File: src/rtl/ps2_host_tx_pkg.sv
// Shared definitions for the PS/2 host transmit path:
// FSM encoding, keyboard command bytes and device reply codes.
package ps2_host_tx_pkg;

    typedef enum logic [2:0] {
        IDLE,
        INHIBIT,
        RTS,
        SEND,
        ACK,
        WAIT_IDLE
    } state_t;

    localparam logic [7:0] CMD_SET_LEDS = 8'hED;
    localparam logic [7:0] CMD_RESET    = 8'hFF;
    localparam logic [7:0] CMD_ENABLE   = 8'hF4;
    localparam logic [7:0] CMD_ECHO     = 8'hEE;
    localparam logic [7:0] REPLY_ACK    = 8'hFA;
    localparam logic [7:0] REPLY_RESEND = 8'hFE;

    function automatic logic odd_parity(input logic [7:0] d);
        return ~^d;
    endfunction

endpackage

File: src/rtl/ps2_line_filter.sv
// Two-flop synchronizer plus debounce for one PS/2 line.
// Idle level is high, so everything resets to 1.
module ps2_line_filter #(
    parameter int FILTER_LEN = 4
) (
    input  logic clk,
    input  logic reset_n,
    input  logic line,
    output logic level
);

    localparam int CW = (FILTER_LEN > 1) ? $clog2(FILTER_LEN) : 1;

    logic [1:0]    sync;
    logic [CW-1:0] cnt;

    // A new level is taken only after FILTER_LEN consecutive samples disagree
    always_ff @(posedge clk or negedge reset_n) begin
        if (!reset_n) begin
            sync  <= 2'b11;
            level <= 1'b1;
            cnt   <= '0;
        end else begin
            sync <= {sync[0], line};
            if (sync[1] == level) begin
                cnt <= '0;
            end else if (cnt == CW'(FILTER_LEN - 1)) begin
                level <= sync[1];
                cnt   <= '0;
            end else begin
                cnt <= cnt + 1'b1;
            end
        end
    end

endmodule

File: src/rtl/ps2_host_tx.sv
// PS/2 host-to-device transmitter: request-to-send, 11-bit frame,
// device ACK check and frame timeout, open-drain line control.
module ps2_host_tx
    import ps2_host_tx_pkg::*;
#(
    parameter int INHIBIT_CYCLES = 2500,
    parameter int TIMEOUT_CYCLES = 375000,
    parameter int FILTER_LEN     = 4
) (
    input  logic       clk,
    input  logic       reset_n,
    input  logic [7:0] tx_data,
    input  logic       tx_valid,
    output logic       tx_ready,
    output logic       tx_done,
    output logic       tx_error,
    output logic       busy,
    input  logic       ps2_clk_i,
    input  logic       ps2_dat_i,
    output logic       ps2_clk_oe,
    output logic       ps2_dat_oe
);

    localparam int CW = $clog2(TIMEOUT_CYCLES + 1);

    state_t        state, state_n;
    logic [CW-1:0] cnt, cnt_n;
    logic [3:0]    bitcnt, bitcnt_n;
    logic [7:0]    shreg, shreg_n;
    logic          parity, parity_n;
    logic          dat_q, dat_n;
    logic          ack_ok, ack_n;
    logic          done_q, done_n;
    logic          err_q, err_n;

    logic clk_f, dat_f, clk_prev;
    logic fall, timed, expire;

    ps2_line_filter #(.FILTER_LEN(FILTER_LEN)) u_clk_filt (
        .clk     (clk),
        .reset_n (reset_n),
        .line    (ps2_clk_i),
        .level   (clk_f)
    );

    ps2_line_filter #(.FILTER_LEN(FILTER_LEN)) u_dat_filt (
        .clk     (clk),
        .reset_n (reset_n),
        .line    (ps2_dat_i),
        .level   (dat_f)
    );

    assign fall   = clk_prev & ~clk_f;
    assign timed  = (state == RTS) || (state == SEND) ||
                    (state == ACK) || (state == WAIT_IDLE);
    assign expire = timed && (cnt == CW'(1));

    always_ff @(posedge clk or negedge reset_n) begin
        if (!reset_n) begin
            state    <= IDLE;
            cnt      <= '0;
            bitcnt   <= '0;
            shreg    <= '0;
            parity   <= 1'b0;
            dat_q    <= 1'b0;
            ack_ok   <= 1'b0;
            done_q   <= 1'b0;
            err_q    <= 1'b0;
            clk_prev <= 1'b1;
        end else begin
            state    <= state_n;
            cnt      <= cnt_n;
            bitcnt   <= bitcnt_n;
            shreg    <= shreg_n;
            parity   <= parity_n;
            dat_q    <= dat_n;
            ack_ok   <= ack_n;
            done_q   <= done_n;
            err_q    <= err_n;
            clk_prev <= clk_f;
        end
    end

    always_comb begin
        state_n  = state;
        cnt_n    = cnt;
        bitcnt_n = bitcnt;
        shreg_n  = shreg;
        parity_n = parity;
        dat_n    = dat_q;
        ack_n    = ack_ok;
        done_n   = 1'b0;
        err_n    = 1'b0;

        if (timed) begin
            cnt_n = cnt - 1'b1;
        end

        unique case (state)
            IDLE: begin
                if (tx_valid) begin
                    shreg_n  = tx_data;
                    parity_n = odd_parity(tx_data);
                    cnt_n    = CW'(INHIBIT_CYCLES - 1);
                    state_n  = INHIBIT;
                end
            end
            INHIBIT: begin
                if (cnt == '0) begin
                    cnt_n   = CW'(TIMEOUT_CYCLES);
                    state_n = RTS;
                end else begin
                    cnt_n = cnt - 1'b1;
                end
            end
            RTS: begin
                bitcnt_n = '0;
                dat_n    = 1'b1;
                state_n  = SEND;
            end
            SEND: begin
                if (fall) begin
                    bitcnt_n = bitcnt + 4'd1;
                    if (!bitcnt[3]) begin
                        dat_n = ~shreg[bitcnt[2:0]];
                    end else if (bitcnt == 4'd8) begin
                        dat_n = ~parity;
                    end else begin
                        dat_n   = 1'b0;
                        state_n = ACK;
                    end
                end
            end
            ACK: begin
                if (fall) begin
                    ack_n   = ~dat_f;
                    state_n = WAIT_IDLE;
                end
            end
            WAIT_IDLE: begin
                if (clk_f && dat_f) begin
                    state_n = IDLE;
                    done_n  = ack_ok;
                    err_n   = ~ack_ok;
                end
            end
            default: begin
                state_n = IDLE;
            end
        endcase

        // Timeout overrides any completion seen in the same cycle
        if (expire) begin
            state_n = IDLE;
            dat_n   = 1'b0;
            done_n  = 1'b0;
            err_n   = 1'b1;
        end
    end

    assign tx_ready   = (state == IDLE);
    assign busy       = (state != IDLE);
    assign tx_done    = done_q;
    assign tx_error   = err_q;
    assign ps2_clk_oe = (state == INHIBIT);
    assign ps2_dat_oe = ((state == INHIBIT) && (cnt == '0)) ||
                        (state == RTS) ||
                        ((state == SEND) && dat_q);

endmodule
File: config.mk
export PLATFORM = sky130hd
export DESIGN_NAME = ps2_host_tx
export DESIGN_NICKNAME = d
export VERILOG_FILES = /design/src/rtl/ps2_host_tx_pkg.sv /design/src/rtl/ps2_line_filter.sv /design/src/rtl/ps2_host_tx.sv
export SDC_FILE = /design/constraint.sdc
export NUM_CORES = 1
export LEC_CHECK = 0
export BUFFER_PORTS_ARGS = -buffer_cell sky130_fd_sc_hd__buf_2
export CAP_MARGIN = 0
export CORE_MARGIN = 2
export CORE_UTILIZATION = 39
export DETAILED_ROUTE_END_ITERATION = 10
export PLACE_DENSITY = 0.64
export SLEW_MARGIN = 10
export SYNTH_ARGS = -nofsm -noshare
export SYNTH_HDL_FRONTEND = slang
export SYNTH_SLANG_ARGS = --single-unit
File: constraint.sdc
create_clock -name clk -period 2.8 [get_ports clk]
set_input_delay 0.56 -clock clk [delete_from_list [all_inputs] [get_ports clk]]
set_output_delay 0.56 -clock clk [all_outputs]
set_load 0.01 [all_outputs]
# Yosys cells after proc, flatten, opt, wreduce, memory -nomap -nowiden
# Cells that the tools add are included.
# op_classes
add_sub_neg,4
order_cmp,1
n_eq_ne,19
mux,32
n_bitwise,8
reduce_logical,22
# op_table
operator,n
19-bit 2-to-1 mux,3
19-bit case mux with 2 select lines,1
3-bit 2-to-1 mux,8
"19-bit by 1-bit == test with 1-bit output, second input constant",1
19-bit logical NOT,1
"19-bit by 1-bit subtractor with 19-bit output, second input constant",1
3-bit case mux with 6 select lines,1
"3-bit != test, second input constant",4
2-bit AND reduction,6
1-bit 2-to-1 mux,11
2-bit 2-to-1 mux,4
4-bit case mux with 2 select lines,1
8-bit XNOR reduction,1
1-bit inverter,7
7-bit AND reduction,1
"3-bit by 2-bit == test with 1-bit output, second input constant",2
"3-bit == test, second input constant",2
"3-bit by 2-bit != test with 1-bit output, second input constant",2
3-bit nonzero test,2
1-bit logical OR,5
"2-bit by 1-bit adder with 2-bit output, second input constant",2
"4-bit by 1-bit adder with 4-bit output, second input constant",1
"2-bit == test, second input constant",2
"4-bit == test, second input constant",1
other kinds (12),16
# word_totals
regBits,50
inputBits,13
output_inout_bits,6
word_cells,102

# Longest topological paths before layout
# depth
depth_word,7
ltp_mapped,10
mapped_depth_nobuf,7

# Hierarchy
# Synthesis repeated with hierarchy kept, for this count alone.
# unflattened
hier_cells,270
area_unflattened_um2,2776.4
# modules_own_cells
module,n_inst,cells_each,area_per_inst_um2,seq_area_each_um2
ps2_host_tx,1,250,2421.1,1002.2
ps2_line_filter,2,10,177.7,128.9

# Least setup slack after synthesis
# Ideal clock, no wire load.
# synth_timing
path_type,reg2out
start,reg cnt[0]
end,out ps2_dat_oe
arrival_time_ns,2.095
t_required_ns,2.240
setup_slack_ns,0.145
stages_incl_launch_ff,9
path_buffers,1
path_cell_list,dfrtp_1 > inv_1 > ha_1 > or3b_2 > clkbuf_1 > or3_4 > nor2_2 > nand2_1 > a21oi_1
# synth_between
elab_chain_len,4
# synth_rtl
element,line_no,text
"start, declared",ps2_host_tx.sv:27,"logic [CW-1:0] cnt, cnt_n;"
"start signal, assigned",ps2_host_tx.sv:72,cnt <= cnt_n;
19-bit logical NOT,ps2_host_tx.sv:166,assign ps2_dat_oe = ((state == INHIBIT) && (cnt == '0)) ||
1-bit logical AND,ps2_host_tx.sv:166,
1-bit logical OR,ps2_host_tx.sv:166,
1-bit logical OR,ps2_host_tx.sv:167,(state == RTS) ||
"end, declared",ps2_host_tx.sv:21,output logic ps2_dat_oe
# No other way between the ends.

# Worst setup path after layout
# layout_timing
start,reg cnt[1]
end,out ps2_dat_oe
# The elaborated chain is that of the path after synthesis.

==> out/metrics.yaml <==
worstPathArrival_ns: 2.15
die_height_microns: 88.55
synth_sequential_area_ratio_pct: 45.20
nNetsFinal: 335
period_utilization_pct: 96.61
final_total_negative_setup_slack_ns: 0
critical_path.max_stage_delay_ns: 0.40
power_density_mw_per_mm2: 1189
final_common_cell: "sky130_fd_sc_hd__dfrtp_1"
wirelength_microns: 6295
layout_common_cells: "sky130_fd_sc_hd__dfrtp_1, sky130_fd_sc_hd__o21ai_0, sky130_fd_sc_hd__buf_4, sky130_fd_sc_hd__buf_2"
timing.critical_path.cells: "inv_2, ha_4, or3b_4, or3_4, nor2_4, nand2_2, a21oi_2, buf_2"
synth_edf_count: 0
fp.dieW_microns: 88.55
rsz_0062_raised_after_global_routing: "false"
count_of_different_cell_masters_after_synthesis: 57
ys_seq_elements: 50
postSynthNetCount: 302
cts.path.max_buffers: 2
yosys_warnings: 0
critical_path.max_fanout: 3
period_needed_ns: 2.705
timing.slew.headroom_pct: 46.98
area_growth_syn_to_layout_pct: 15.89
clock_tree_root_driver_cell: "sky130_fd_sc_hd__clkbuf_8"
dp.final_hpwl_microns: 4442
worst_hold_path_type: "in2async"
remaining_drc_errors: 0
h-tree-depth: 2
maximum_achievable_frequency_ghz: 0.3697
floorplan.core_area_sq_mm: 0.006869
place.port_buffers: 18
detailed_place.area_sq_mm: 0.003050
worst-setup-path-type: "reg2out"
grt_use_total_pct: 17.41
die_area_sq_mm: 0.007840
floorplan.rows: 30
crit_slowest_cell: "sky130_fd_sc_hd__dfrtp_1"
drv_cap: 0
final_hold_viol_count: 0
first_iter_violations: 143
place_congestion: 0.9216
design_area_sq_mm: 0.003231
synthCells: 282
first_global_vias: 2243
timing.critical_path.to_type: "output pin"
route.antenna.remaining_nets: 0
outcome: "finished clean"
routed_vias: 2335
grt_max_degree: 51
tritoncts.num_buffers: 5
cts_tree: "yes"
power_leakage_uw: 0.001403
ios: 19
timing.critical_path.required_ns: 2.24
layout.cells.non_filler: 412
start_kind: "flip-flop"
num-fill-cells: 655
power.ir.vdd_worst_uv: 502.1
grt_antenna_before_repair: 0
detailedRoute.firstPassIterationCount: 5
tritoncts_num_sinks: 50
setup_viol: 0
grt.overflow.total: 0
finalMaxSlewViolations: 0
average_size_of_a_mapped_cell_sq_um: 9.885
global_route_wire_length_before_repair_microns: 10670
netlist_area_sq_mm: 0.002788
max_slew.worst_pin.slew_ns: 0.7880
floorplan.initialDensity_pct: 40.58
clock_latency_ns: 0.31
fin_worst_skew_ns: 0.005883
synth-async-reset-ratio_pct: 100.0
layout_cells_sized_above_1_pct: 25.63
worst_setup_hold_path_clk_slew_ns: 0.10
drt-wirelength-per-cell_microns: 15.28
place_inst: 399
route.detailed.vias_per_inst: 5.667
ys_dominant_reg_cell: "sky130_fd_sc_hd__dfrtp_1"
antenna-diode-count: 0
-- power breakdown --
group | switching (uW) | internal, uW | total [uW]
sequential | 261 | 1020 | 1280
clock | 266 | 271 | 538
combinational | 1140 | 880 | 2020
total | 1670 | 2170 | 3840
-- what timing repair did --
action                                  CTS  global route
pin swaps                                 3             4
resized for setup                         4             4
hold buffers                              0             0
endpoints found under the setup margin    1             1
endpoints found under the hold margin     0             0
buffers inserted                          3             2
-- worst paths after layout --
check | start | end | slack (ns) | cells past startpoint
worst max-delay path | cnt[1]$_DFF_PN0_ | ps2_dat_oe | 0.09 | 8
min in group clk | ps2_clk_i | u_clk_filt.sync[0]$_DFF_PN1_ | 0.34 | 1
worst min register to register | u_clk_filt.sync[0]$_DFF_PN1_ | u_clk_filt.sync[1]$_DFF_PN1_ | 0.36 | 0
max in group asynchronous | reset_n | cnt[11]$_DFF_PN0_ | 2.01 | 2
worst min-delay path | reset_n | cnt[3]$_DFF_PN0_ | 0.34 | 2
worst max register to register | state[2]$_DFFE_PN0P_ | cnt[14]$_DFF_PN0_ | 0.47 | 6
-- registers in the layout, indices dropped and copies added (netlist names) --
register,cells
state,3
u_dat_filt.cnt,2
u_dat_filt.level,1
u_clk_filt.sync,2
u_dat_filt.sync,2
shreg,8
u_clk_filt.cnt,2
tx_done,1
tx_error,1
u_clk_filt.level,1
cnt,19
bitcnt,4
ack_ok,1
dat_q,1
parity,1
clk_prev,1
-- Yosys cell counts (3+ instances only) --
| library cell | number | area [sq um] |
|---|---|---|
| sky130_fd_sc_hd__nor3_1 | 17 | 85.08 |
| sky130_fd_sc_hd__nor2b_1 | 6 | 37.54 |
| sky130_fd_sc_hd__xor2_1 | 7 | 61.31 |
| sky130_fd_sc_hd__mux2_2 | 10 | 112.6 |
| sky130_fd_sc_hd__nand2_1 | 18 | 67.56 |
| sky130_fd_sc_hd__nor4_1 | 5 | 31.28 |
| sky130_fd_sc_hd__a21oi_1 | 18 | 90.09 |
| sky130_fd_sc_hd__dfrtp_1 | 43 | 1076 |
| sky130_fd_sc_hd__o22ai_1 | 3 | 18.77 |
| sky130_fd_sc_hd__o211ai_1 | 3 | 22.52 |
| sky130_fd_sc_hd__inv_1 | 12 | 45.04 |
| sky130_fd_sc_hd__o21ai_0 | 23 | 115.1 |
| sky130_fd_sc_hd__nand4_1 | 5 | 31.28 |
| sky130_fd_sc_hd__a31oi_1 | 3 | 18.77 |
| sky130_fd_sc_hd__nand3_1 | 8 | 40.04 |
| sky130_fd_sc_hd__nand2b_1 | 3 | 18.77 |
| sky130_fd_sc_hd__and2_1 | 3 | 18.77 |
| sky130_fd_sc_hd__nor2_1 | 12 | 45.04 |
| sky130_fd_sc_hd__xnor2_1 | 9 | 78.83 |
| sky130_fd_sc_hd__dfstp_2 | 7 | 183.9 |
| sky130_fd_sc_hd__clkbuf_1 | 9 | 33.78 |
| sky130_fd_sc_hd__o31ai_1 | 3 | 22.52 |
| sky130_fd_sc_hd__ha_1 | 7 | 87.58 |
| sky130_fd_sc_hd__or3_1 | 6 | 37.54 |
-- worst max-delay path: cells and delay by family (launching register included) --
kind                       cells  cell delay [ns]
buffers and inverters          2             0.24
AOI/OAI and AO/OA              1             0.15
adders and majority gates      1             0.13
and+or+nand+nor                4             0.91
DFF                            1             0.40
-- cells by family after synthesis --
| group | Yosys count | synth area share (%) |
|---|---|---|
| AOI/OAI and AO/OA | 71 | 16.16 |
| xor gates and xnor gates | 16 | 5.027 |
| adders and majority gates | 7 | 3.142 |
| buffers and inverters | 24 | 3.770 |
| DFF | 50 | 45.20 |
| muxes | 14 | 6.373 |
| and+or+nand+nor | 100 | 20.33 |
-- metrics by stage --
stage | hold WS [ns] | utilization (%) | total power [uW] | setup WS, ns
after floorplan | 0.2644 | - | 2631 | 0.1448
after global placement | 0.3463 | 44.41 | 3156 | 0.2013
after detailed placement | 0.3488 | 44.41 | 3199 | 0.1872
after CTS | 0.3321 | 46.63 | 3795 | 0.01451
after global routing | 0.3274 | 47.03 | 4161 | 0.01618
final | 0.3367 | 47.03 | 3841 | 0.09495
-- final cells by class --
type | count | area [sq um] | share of cell area (%)
multi-input combinational | 208 | 1449 | 44.85
clock inverter | 3 | 47.55 | 1.472
inverter | 12 | 45.04 | 1.394
timing repair buffer | 38 | 240.2 | 7.436
clock buffer | 5 | 68.82 | 2.130
tap | 96 | 120.1 | 3.718
sequential | 50 | 1260 | 39.00
-- per-layer routing --
metal | wire length (microns) | GRT usage, % | part of all wire, % | up-vias
met3 | 298 | 2.799 | 4.7 | 13
li1 | - | - | - | 1106
met4 | 132 | 5.785 | 2.1 | 0
met2 | 3040 | 28.50 | 48 | 74
met1 | 2823 | 23.67 | 45 | 1142
met5 | 0 | 0 | 0 | -
No activity file was read; power rests on OpenSTA's default activity.
